### config.mk
export PLATFORM = sky130hd
export DESIGN_NAME = luma_hist_engine
export DESIGN_NICKNAME = d
export VERILOG_FILES = /design/src/rtl/luma_hist_pkg.sv /design/src/rtl/strobe_sync.sv /design/src/rtl/luma_hist_engine.sv
export SDC_FILE = /design/constraint.sdc
export NUM_CORES = 1
export LEC_CHECK = 0
export CAP_MARGIN = 40
export CORE_MARGIN = 2
export CORE_UTILIZATION = 55
export DETAILED_ROUTE_END_ITERATION = 7
export GPL_ROUTABILITY_DRIVEN = 0
export GPL_TIMING_DRIVEN = 0
export PLACE_DENSITY_LB_ADDON = 0.25
export REMOVE_ABC_BUFFERS = 1
export SYNTH_ARGS = -nofsm -noshare
export SYNTH_HDL_FRONTEND = slang
export SYNTH_SLANG_ARGS = --single-unit
### constraint.sdc
create_clock -name clk -period 3.5 [get_ports clk]
set_clock_uncertainty 0.15 [all_clocks]
set_input_delay 0.875 -clock clk [delete_from_list [all_inputs] [get_ports clk]]
set_output_delay 0.875 -clock clk [all_outputs]
set_load 0.05 [all_outputs]
### src/rtl/luma_hist_pkg.sv
// luma_hist_pkg: shared definitions for the luma histogram engine.
// State encoding, bin-count derivation and pipeline drain length.
package luma_hist_pkg;

  localparam logic [2:0] S_IDLE    = 3'd0;
  localparam logic [2:0] S_CLEAR   = 3'd1;
  localparam logic [2:0] S_WAIT_VS = 3'd2;
  localparam logic [2:0] S_WAIT_DV = 3'd3;
  localparam logic [2:0] S_COUNT   = 3'd4;
  localparam logic [2:0] S_DRAIN   = 3'd5;
  localparam logic [2:0] S_ACK     = 3'd6;
  localparam logic [2:0] S_NEXT    = 3'd7;

  typedef enum logic [2:0] {
    ST_IDLE    = S_IDLE,
    ST_CLEAR   = S_CLEAR,
    ST_WAIT_VS = S_WAIT_VS,
    ST_WAIT_DV = S_WAIT_DV,
    ST_COUNT   = S_COUNT,
    ST_DRAIN   = S_DRAIN,
    ST_ACK     = S_ACK,
    ST_NEXT    = S_NEXT
  } state_e;

  // Cycles the increment pipeline needs to flush after the closing vsync.
  localparam int DRAIN_CYCLES = 2;

  // Number of histogram bins for a given index width.
  function automatic int nbins(input int bin_bits);
    return 1 << bin_bits;
  endfunction

endpackage

### src/rtl/strobe_sync.sv
// strobe_sync: brings an asynchronous level strobe into the clk domain
// through two flops and produces registered single-cycle rise/fall pulses.
// Generic enough to serve the write-strobe path as well.
module strobe_sync (
  input  logic clk,
  input  logic rst_n,
  input  logic strobe_i,
  output logic rise_o,
  output logic fall_o
);

  logic r_meta;
  logic r_sync;
  logic r_sync_q;
  logic r_rise;
  logic r_fall;

  // Two-flop synchronizer, delayed copy, and registered edge pulses.
  always_ff @(posedge clk or negedge rst_n) begin
    if (!rst_n) begin
      r_meta   <= 1'b0;
      r_sync   <= 1'b0;
      r_sync_q <= 1'b0;
      r_rise   <= 1'b0;
      r_fall   <= 1'b0;
    end else begin
      r_meta   <= strobe_i;
      r_sync   <= r_meta;
      r_sync_q <= r_sync;
      r_rise   <= r_sync & ~r_sync_q;
      r_fall   <= ~r_sync & r_sync_q;
    end
  end

  assign rise_o = r_rise;
  assign fall_o = r_fall;

endmodule

### src/rtl/luma_hist_engine.sv
// luma_hist_engine: one-frame luma histogram per read request, bins returned
// one per four-phase strobe/ack exchange.
// Build option: LUMA_HIST_SAT_EN -- when defined, bin counters saturate at
// all-ones; otherwise they wrap.
module luma_hist_engine
  import luma_hist_pkg::*;
#(
  parameter int BIN_BITS = 3,
  parameter int COUNT_W  = 32
) (
  input  logic        clk,
  input  logic        rst_n,
  input  logic [7:0]  luma_i,
  input  logic        dv_i,
  input  logic        vs_i,
  input  logic        rd_strobe_i,
  output logic        rd_ack_o,
  output logic [31:0] bin_o,
  output logic        busy_o
);

  localparam int NBINS = nbins(BIN_BITS);
  localparam logic [BIN_BITS-1:0] LAST_BIN = '1;

  state_e                r_state, w_state_next;
  logic [BIN_BITS-1:0]   r_addr, w_addr_next;
  logic                  r_ack, w_ack_next;
  logic [31:0]           r_bin, w_bin_next;
  logic                  r_last, w_last_next;
  logic [1:0]            r_drain, w_drain_next;

  logic                  w_rise, w_fall;
  logic                  r_vs_q;
  logic                  w_vs_rise;

  logic                  w_accept;
  logic                  r_s1_dv;
  logic [BIN_BITS-1:0]   r_s1_idx;
  logic                  r_s2_dv;
  logic [BIN_BITS-1:0]   r_s2_idx;
  logic [COUNT_W-1:0]    r_s2_cnt;

  logic [COUNT_W-1:0]    r_bins [NBINS];
  logic                  w_we;
  logic [BIN_BITS-1:0]   w_waddr, w_raddr;
  logic [COUNT_W-1:0]    w_wdata, w_rdata;

  // Low luma bits never select a bin.
  logic w_unused;
  assign w_unused = ^luma_i[7-BIN_BITS:0];

  function automatic logic [COUNT_W-1:0] bump(input logic [COUNT_W-1:0] v);
`ifdef LUMA_HIST_SAT_EN
    return (&v) ? v : v + 1'b1;
`else
    return v + 1'b1;
`endif
  endfunction

  strobe_sync u_rd_sync (
    .clk      (clk),
    .rst_n    (rst_n),
    .strobe_i (rd_strobe_i),
    .rise_o   (w_rise),
    .fall_o   (w_fall)
  );

  assign w_vs_rise = vs_i & ~r_vs_q;
  // The first pixel in WAIT_DV is counted; a vsync rise there ends an empty frame.
  assign w_accept  = dv_i & ((r_state == ST_COUNT) |
                             ((r_state == ST_WAIT_DV) & ~w_vs_rise));

  // Single write port: zeroing during CLEAR, otherwise the S3 increment.
  assign w_we    = (r_state == ST_CLEAR) | r_s2_dv;
  assign w_waddr = (r_state == ST_CLEAR) ? r_addr : r_s2_idx;
  assign w_wdata = (r_state == ST_CLEAR) ? '0 : bump(r_s2_cnt);

  // Single read port, shared by the pipeline and the readout; a write landing
  // on the same edge is forwarded so back-to-back hits and the final pixel
  // before readout are never lost.
  assign w_raddr = r_s1_dv ? r_s1_idx : r_addr;
  assign w_rdata = (w_we && (w_waddr == w_raddr)) ? w_wdata : r_bins[w_raddr];

  // Bin storage write port (contents deliberately not reset).
  always_ff @(posedge clk) begin
    if (w_we) begin
      r_bins[w_waddr] <= w_wdata;
    end
  end

  // Vsync edge history and the S1/S2 stages of the increment pipeline.
  always_ff @(posedge clk or negedge rst_n) begin
    if (!rst_n) begin
      r_vs_q   <= 1'b0;
      r_s1_dv  <= 1'b0;
      r_s1_idx <= '0;
      r_s2_dv  <= 1'b0;
      r_s2_idx <= '0;
      r_s2_cnt <= '0;
    end else begin
      r_vs_q   <= vs_i;
      r_s1_dv  <= w_accept;
      r_s1_idx <= luma_i[7 -: BIN_BITS];
      r_s2_dv  <= r_s1_dv;
      r_s2_idx <= r_s1_idx;
      r_s2_cnt <= w_rdata;
    end
  end

  // FSM state and registered handshake outputs.
  always_ff @(posedge clk or negedge rst_n) begin
    if (!rst_n) begin
      r_state <= ST_IDLE;
      r_addr  <= '0;
      r_ack   <= 1'b0;
      r_bin   <= '0;
      r_last  <= 1'b0;
      r_drain <= '0;
    end else begin
      r_state <= w_state_next;
      r_addr  <= w_addr_next;
      r_ack   <= w_ack_next;
      r_bin   <= w_bin_next;
      r_last  <= w_last_next;
      r_drain <= w_drain_next;
    end
  end

  // Next-state and output decode; strobe edges outside IDLE/ACK/NEXT are ignored.
  always_comb begin
    w_state_next = r_state;
    w_addr_next  = r_addr;
    w_ack_next   = r_ack;
    w_bin_next   = r_bin;
    w_last_next  = r_last;
    w_drain_next = r_drain;
    case (r_state)
      ST_IDLE: begin
        if (w_rise) begin
          w_state_next = ST_CLEAR;
          w_addr_next  = '0;
        end
      end
      ST_CLEAR: begin
        if (r_addr == LAST_BIN) begin
          w_state_next = ST_WAIT_VS;
          w_addr_next  = '0;
        end else begin
          w_addr_next = r_addr + 1'b1;
        end
      end
      ST_WAIT_VS: begin
        if (vs_i) begin
          w_state_next = ST_WAIT_DV;
        end
      end
      ST_WAIT_DV: begin
        if (w_vs_rise) begin
          w_state_next = ST_DRAIN;
          w_drain_next = '0;
        end else if (dv_i) begin
          w_state_next = ST_COUNT;
        end
      end
      ST_COUNT: begin
        if (w_vs_rise) begin
          w_state_next = ST_DRAIN;
          w_drain_next = '0;
        end
      end
      ST_DRAIN: begin
        if (r_drain == 2'(DRAIN_CYCLES - 1)) begin
          w_bin_next   = 32'(w_rdata);
          w_ack_next   = 1'b1;
          w_last_next  = (r_addr == LAST_BIN);
          w_addr_next  = r_addr + 1'b1;
          w_state_next = ST_ACK;
        end else begin
          w_drain_next = r_drain + 1'b1;
        end
      end
      ST_ACK: begin
        if (w_fall) begin
          w_ack_next   = 1'b0;
          w_state_next = r_last ? ST_IDLE : ST_NEXT;
        end
      end
      ST_NEXT: begin
        if (w_rise) begin
          w_bin_next   = 32'(w_rdata);
          w_ack_next   = 1'b1;
          w_last_next  = (r_addr == LAST_BIN);
          w_addr_next  = r_addr + 1'b1;
          w_state_next = ST_ACK;
        end
      end
      default: w_state_next = ST_IDLE;
    endcase
  end

  assign rd_ack_o = r_ack;
  assign bin_o    = r_bin;
  assign busy_o   = (r_state != ST_IDLE);

endmodule

==> results.txt <==
----------------------------------------------------
[Finish]
  Diodes inserted ... 0
  Final cell count without fillers ... 1506
  Signed area change from the synthesized netlist to the final layout ... 16.2%
  Total area of multi-input combinational cells ... about 4600 um2
  Fraction of final layout cells sized beyond drive strength 1 ... 14.9%
  Number of fill cells in the layout ... 1839
  Total area of sequential cells ... between 9000 and 10000 um2
  Final Net Count ... about 1200

[Global routing]
  Fraction of met3 tracks used by global routing ... 3.50%
  Vias in the first global route ... 9080
  Global Route met2 Usage ... around 38%
  Total routing resource utilization after global routing ... about a quarter
  Routing usage on met1 ... 34.0%
  Most used routing layer in global routing ... met2
  Global-route congestion overflow total ... 0
  Number of antenna violations at the first check in global routing ... 0
  Global-route wire length before repair ... between 50000 and 60000 um
  Pin count of the biggest net entering global routing ... 47

[Route]
  Mean number of vias per cell ... ~6.1
  Final routed DRC violation total ... 0
  Drt first-iter violations ... between 1000 and 1500
  Total wirelength of the detailed-routed design ... 33400 um
  Drt first pass iters ... 5
  Remaining number of nets flagged by the antenna check after routing ... 0
  Routed length per placed instance ... 22.2 um
  Total via count in the routed design ... 9251

[Clock tree]
  Number of clock buffers inserted by TritonCTS ... 36
  Latest clock arrival within the worst-skew pair ... 0.52 ns
  Clock Sinks ... 344
  Root buf cell ... clkbuf_16
  CTS H-Tree Depth ... 2
  CTS Buffer Depth ... 3
  Hold_buf cts ... 0
  TritonCTS clock tree ... yes
  Register clock-pin slew on the reported worst setup and hold paths ... 0.06 ns

[Die]
  Effective utilization at floorplan ... a little under three fifths
  Cell Rows ... 59
  Area of the core ... 26100 um2
  DIE HEIGHT ... 167 um
  Die Span X ... around 170 um
  Top Ports ... 47
  Floorplan die area ... ~28000 um2

[Synth]
  Portion of the post-synthesis area used by sequential elements ... 67.6%
  Unique masters post-synth ... 58
  Yosys synthesis warning count ... 0
  Compound-gate portion of the synthesized area ... between 6 and 7%
  Synth Cell Area ... 14600 um2
  Synthesized-area fraction occupied by and/or/nand/nor cells ... 14.0%
  Average cell area after synthesis ... 13.3 um2
  Cells after synthesis ... 1099
  Xor and xnor area share after synthesis ... 0.718%
  Number of register bits inferred by synthesis ... 344
  Async set-or-reset flop fraction in the synthesized netlist ... around a quarter
  Number of enable-type register cells in the synthesized netlist ... approximately 260
  Main combinational cell family by area after synthesis ... simple AND/OR/NAND/NOR gates
  Post-synthesis share of cell area spent on full adders, half adders and majority gates ... 0.342%
  Most common flop cell mapped by yosys ... edfxtp_1
  Multiplexer share of the synthesized area ... 8.97%

[Setup path]
  CP Data Arrival Time ... 2.30 ns
  Crit path required time ... 2.47 ns
  Critical path class ... flip-flop to output pin
  Sort of element at the end of the critical path ... output pin
  Setup crit start kind ... flip-flop
  Crit Path Max Fanout ... 21

[STA]
  # setup viols final ... 0
  Setup repair after global routing missed its margin ... no
  Time the worst path needs with I/O delays and setup ... 3.32 ns
  Final number of hold-violating endpoints ... 0
  Timing-limited maximum frequency ... 301 MHz
  Worst slew pin tran ... 0.944 ns
  Post-route worst setup slack ... about 0.18 ns
  Slew Viols, Final ... 0
  Relative max-transition margin ... a little under two fifths
  Final clock period utilization by the worst path ... around 95%

[Placed design]
  Inst Count DP ... approximately 1400
  Detail Placement HPWL ... 20700 um
  Port Buffers ... 41
  Worst setup slack after placement ... -0.336 ns

[Power and ir drop]
  Pwr Density ... 872 nW/um2
  Leakage power ... 6.03 nW
  Maximum vdd ir drop ... slightly above 600 uV

[Worst hold path]
  Worst min-delay path class ... flip-flop to flip-flop

[Flow run]
  Total of max-cap violations ... 0

[Run status]
  Run status ... finished clean

----------------------------------------------------
cell families (layout without fill, tap and decap cells):
kind of cell             after synthesis  in the layout
AND/OR/NAND/NOR                      433            433
flip-flops                           344            344
AO/OA/AOI/OAI                        118            118
multiplexers                         111            111
buffers and inverters                 77            149
XOR/XNOR                              12             12
adder cells (fa/ha/maj)                4              4
layout by cell type (no fill, tap or decap), drive strengths merged, types with 6 or more instances in the layout:
master	count
a21oi	19
a31oi	8
a32oi	32
and2	8
and3	35
and4	6
buf	31
clkbuf	49
clkdlybuf4s50	40
clkinv	14
dfrtp	88
edfxtp	256
inv	14
mux2	67
mux2i	44
nand2	212
nand2b	12
nand3	78
nand4	12
nor2	33
nor2b	6
o21ai	11
o31ai	9
o32ai	8
or4	10
xnor2	7
synthesized netlist by cell type, types with 10 or more instances:
library cell / number / share of area (%)
a21oi_1: 19 / 0.65
dfrtp_1: 88 / 15
mux2_2: 39 / 3.0
and3_1: 35 / 1.5
nand2_1: 212 / 5.4
inv_1: 14 / 0.36
mux2_4: 28 / 2.9
nand4_1: 11 / 0.47
a32oi_1: 32 / 1.9
o21ai_0: 11 / 0.38
nand2b_1: 12 / 0.51
buf_2: 17 / 0.58
mux2i_1: 43 / 2.9
nand3_1: 78 / 2.7
or4_1: 10 / 0.51
clkbuf_1: 37 / 0.95
edfxtp_1: 256 / 53
nor2_1: 33 / 0.85
layout make-up:
cell class | instances | area share [%]
Tap cell | 335 | 2.47
Clock inverter | 15 | 0.559
Clock buffer | 49 | 5.83
Timing Repair Buffer | 71 | 5.79
Sequential cell | 344 | 58.2
Multi-Input combinational cell | 678 | 26.8
Inverter | 14 | 0.309
flip-flops by register name, indices dropped and copies added (netlist names), 2 cells and up:
register and cells:
bin_o 32, r_addr 3, r_bins 256, r_drain 2, r_s1_idx 3, r_s2_cnt 32
r_s2_idx 3, r_state 3
layer usage:
metal,share of wire (%),up-vias
li1,-,4188
met1,42,4584
met2,48,403
met3,7.3,76
met4,2.6,0
met5,0,-
worst max-delay path: stages, from the launching register on:
cell and delay [ns]:
dfrtp_1 0.62, or3_1 0.46, clkdlybuf4s50_1 0.70
where the power goes:
part           total (mW)  switching [mW]  internal [mW]
logic                5.31            3.22           2.09
clock network        3.55            1.50           2.05
registers            5.96           0.515           5.45
worst paths after layout:
path / from / to / slack, ns / cells after the start
max: r_state[2]$_DFFE_PN0P_ / busy_o / 0.18 / 2
min reg2reg: u_rd_sync.r_meta$_DFF_PN0_ / u_rd_sync.r_sync$_DFF_PN0_ / 0.20 / 0
max in group asynchronous: rst_n / bin_o[23]$_DFFE_PN0P_ / 2.25 / 2
max reg2reg: r_s2_cnt[0]$_DFF_PN0_ / bin_o[28]$_DFFE_PN0P_ / 0.25 / 7
min in group asynchronous: rst_n / bin_o[1]$_DFFE_PN0P_ / 0.25 / 1
min: u_rd_sync.r_meta$_DFF_PN0_ / u_rd_sync.r_sync$_DFF_PN0_ / 0.20 / 0
stage by stage:
step | hold slack, ns | total power [mW] | utilization, % | cell area, um2 | TNS [ns]
after floorplan | 0.181 | 9.40 | - | 14300 | -49.31
after global placement | 0.185 | 10.9 | 58.2 | 15200 | -815.67
after detailed placement | 0.186 | 11.3 | 60.9 | 15900 | -10.16
after CTS | 0.200 | 14.8 | 65.2 | 17000 | 0
after global routing | 0.208 | 15.5 | 65.2 | 17000 | 0
final | 0.198 | 14.8 | 65.2 | 17000 | 0
what timing repair did:
| item | in CTS | in global routing |
|---|---|---|
| buffers inserted | 1 | 1 |
| gates resized for setup | 3 | 3 |
| setup endpoints to repair | 84 | 27 |
| gates cloned | 0 | 0 |
| pin swaps | 0 | 1 |
Note: power is estimated with default switching activity, not from simulation.
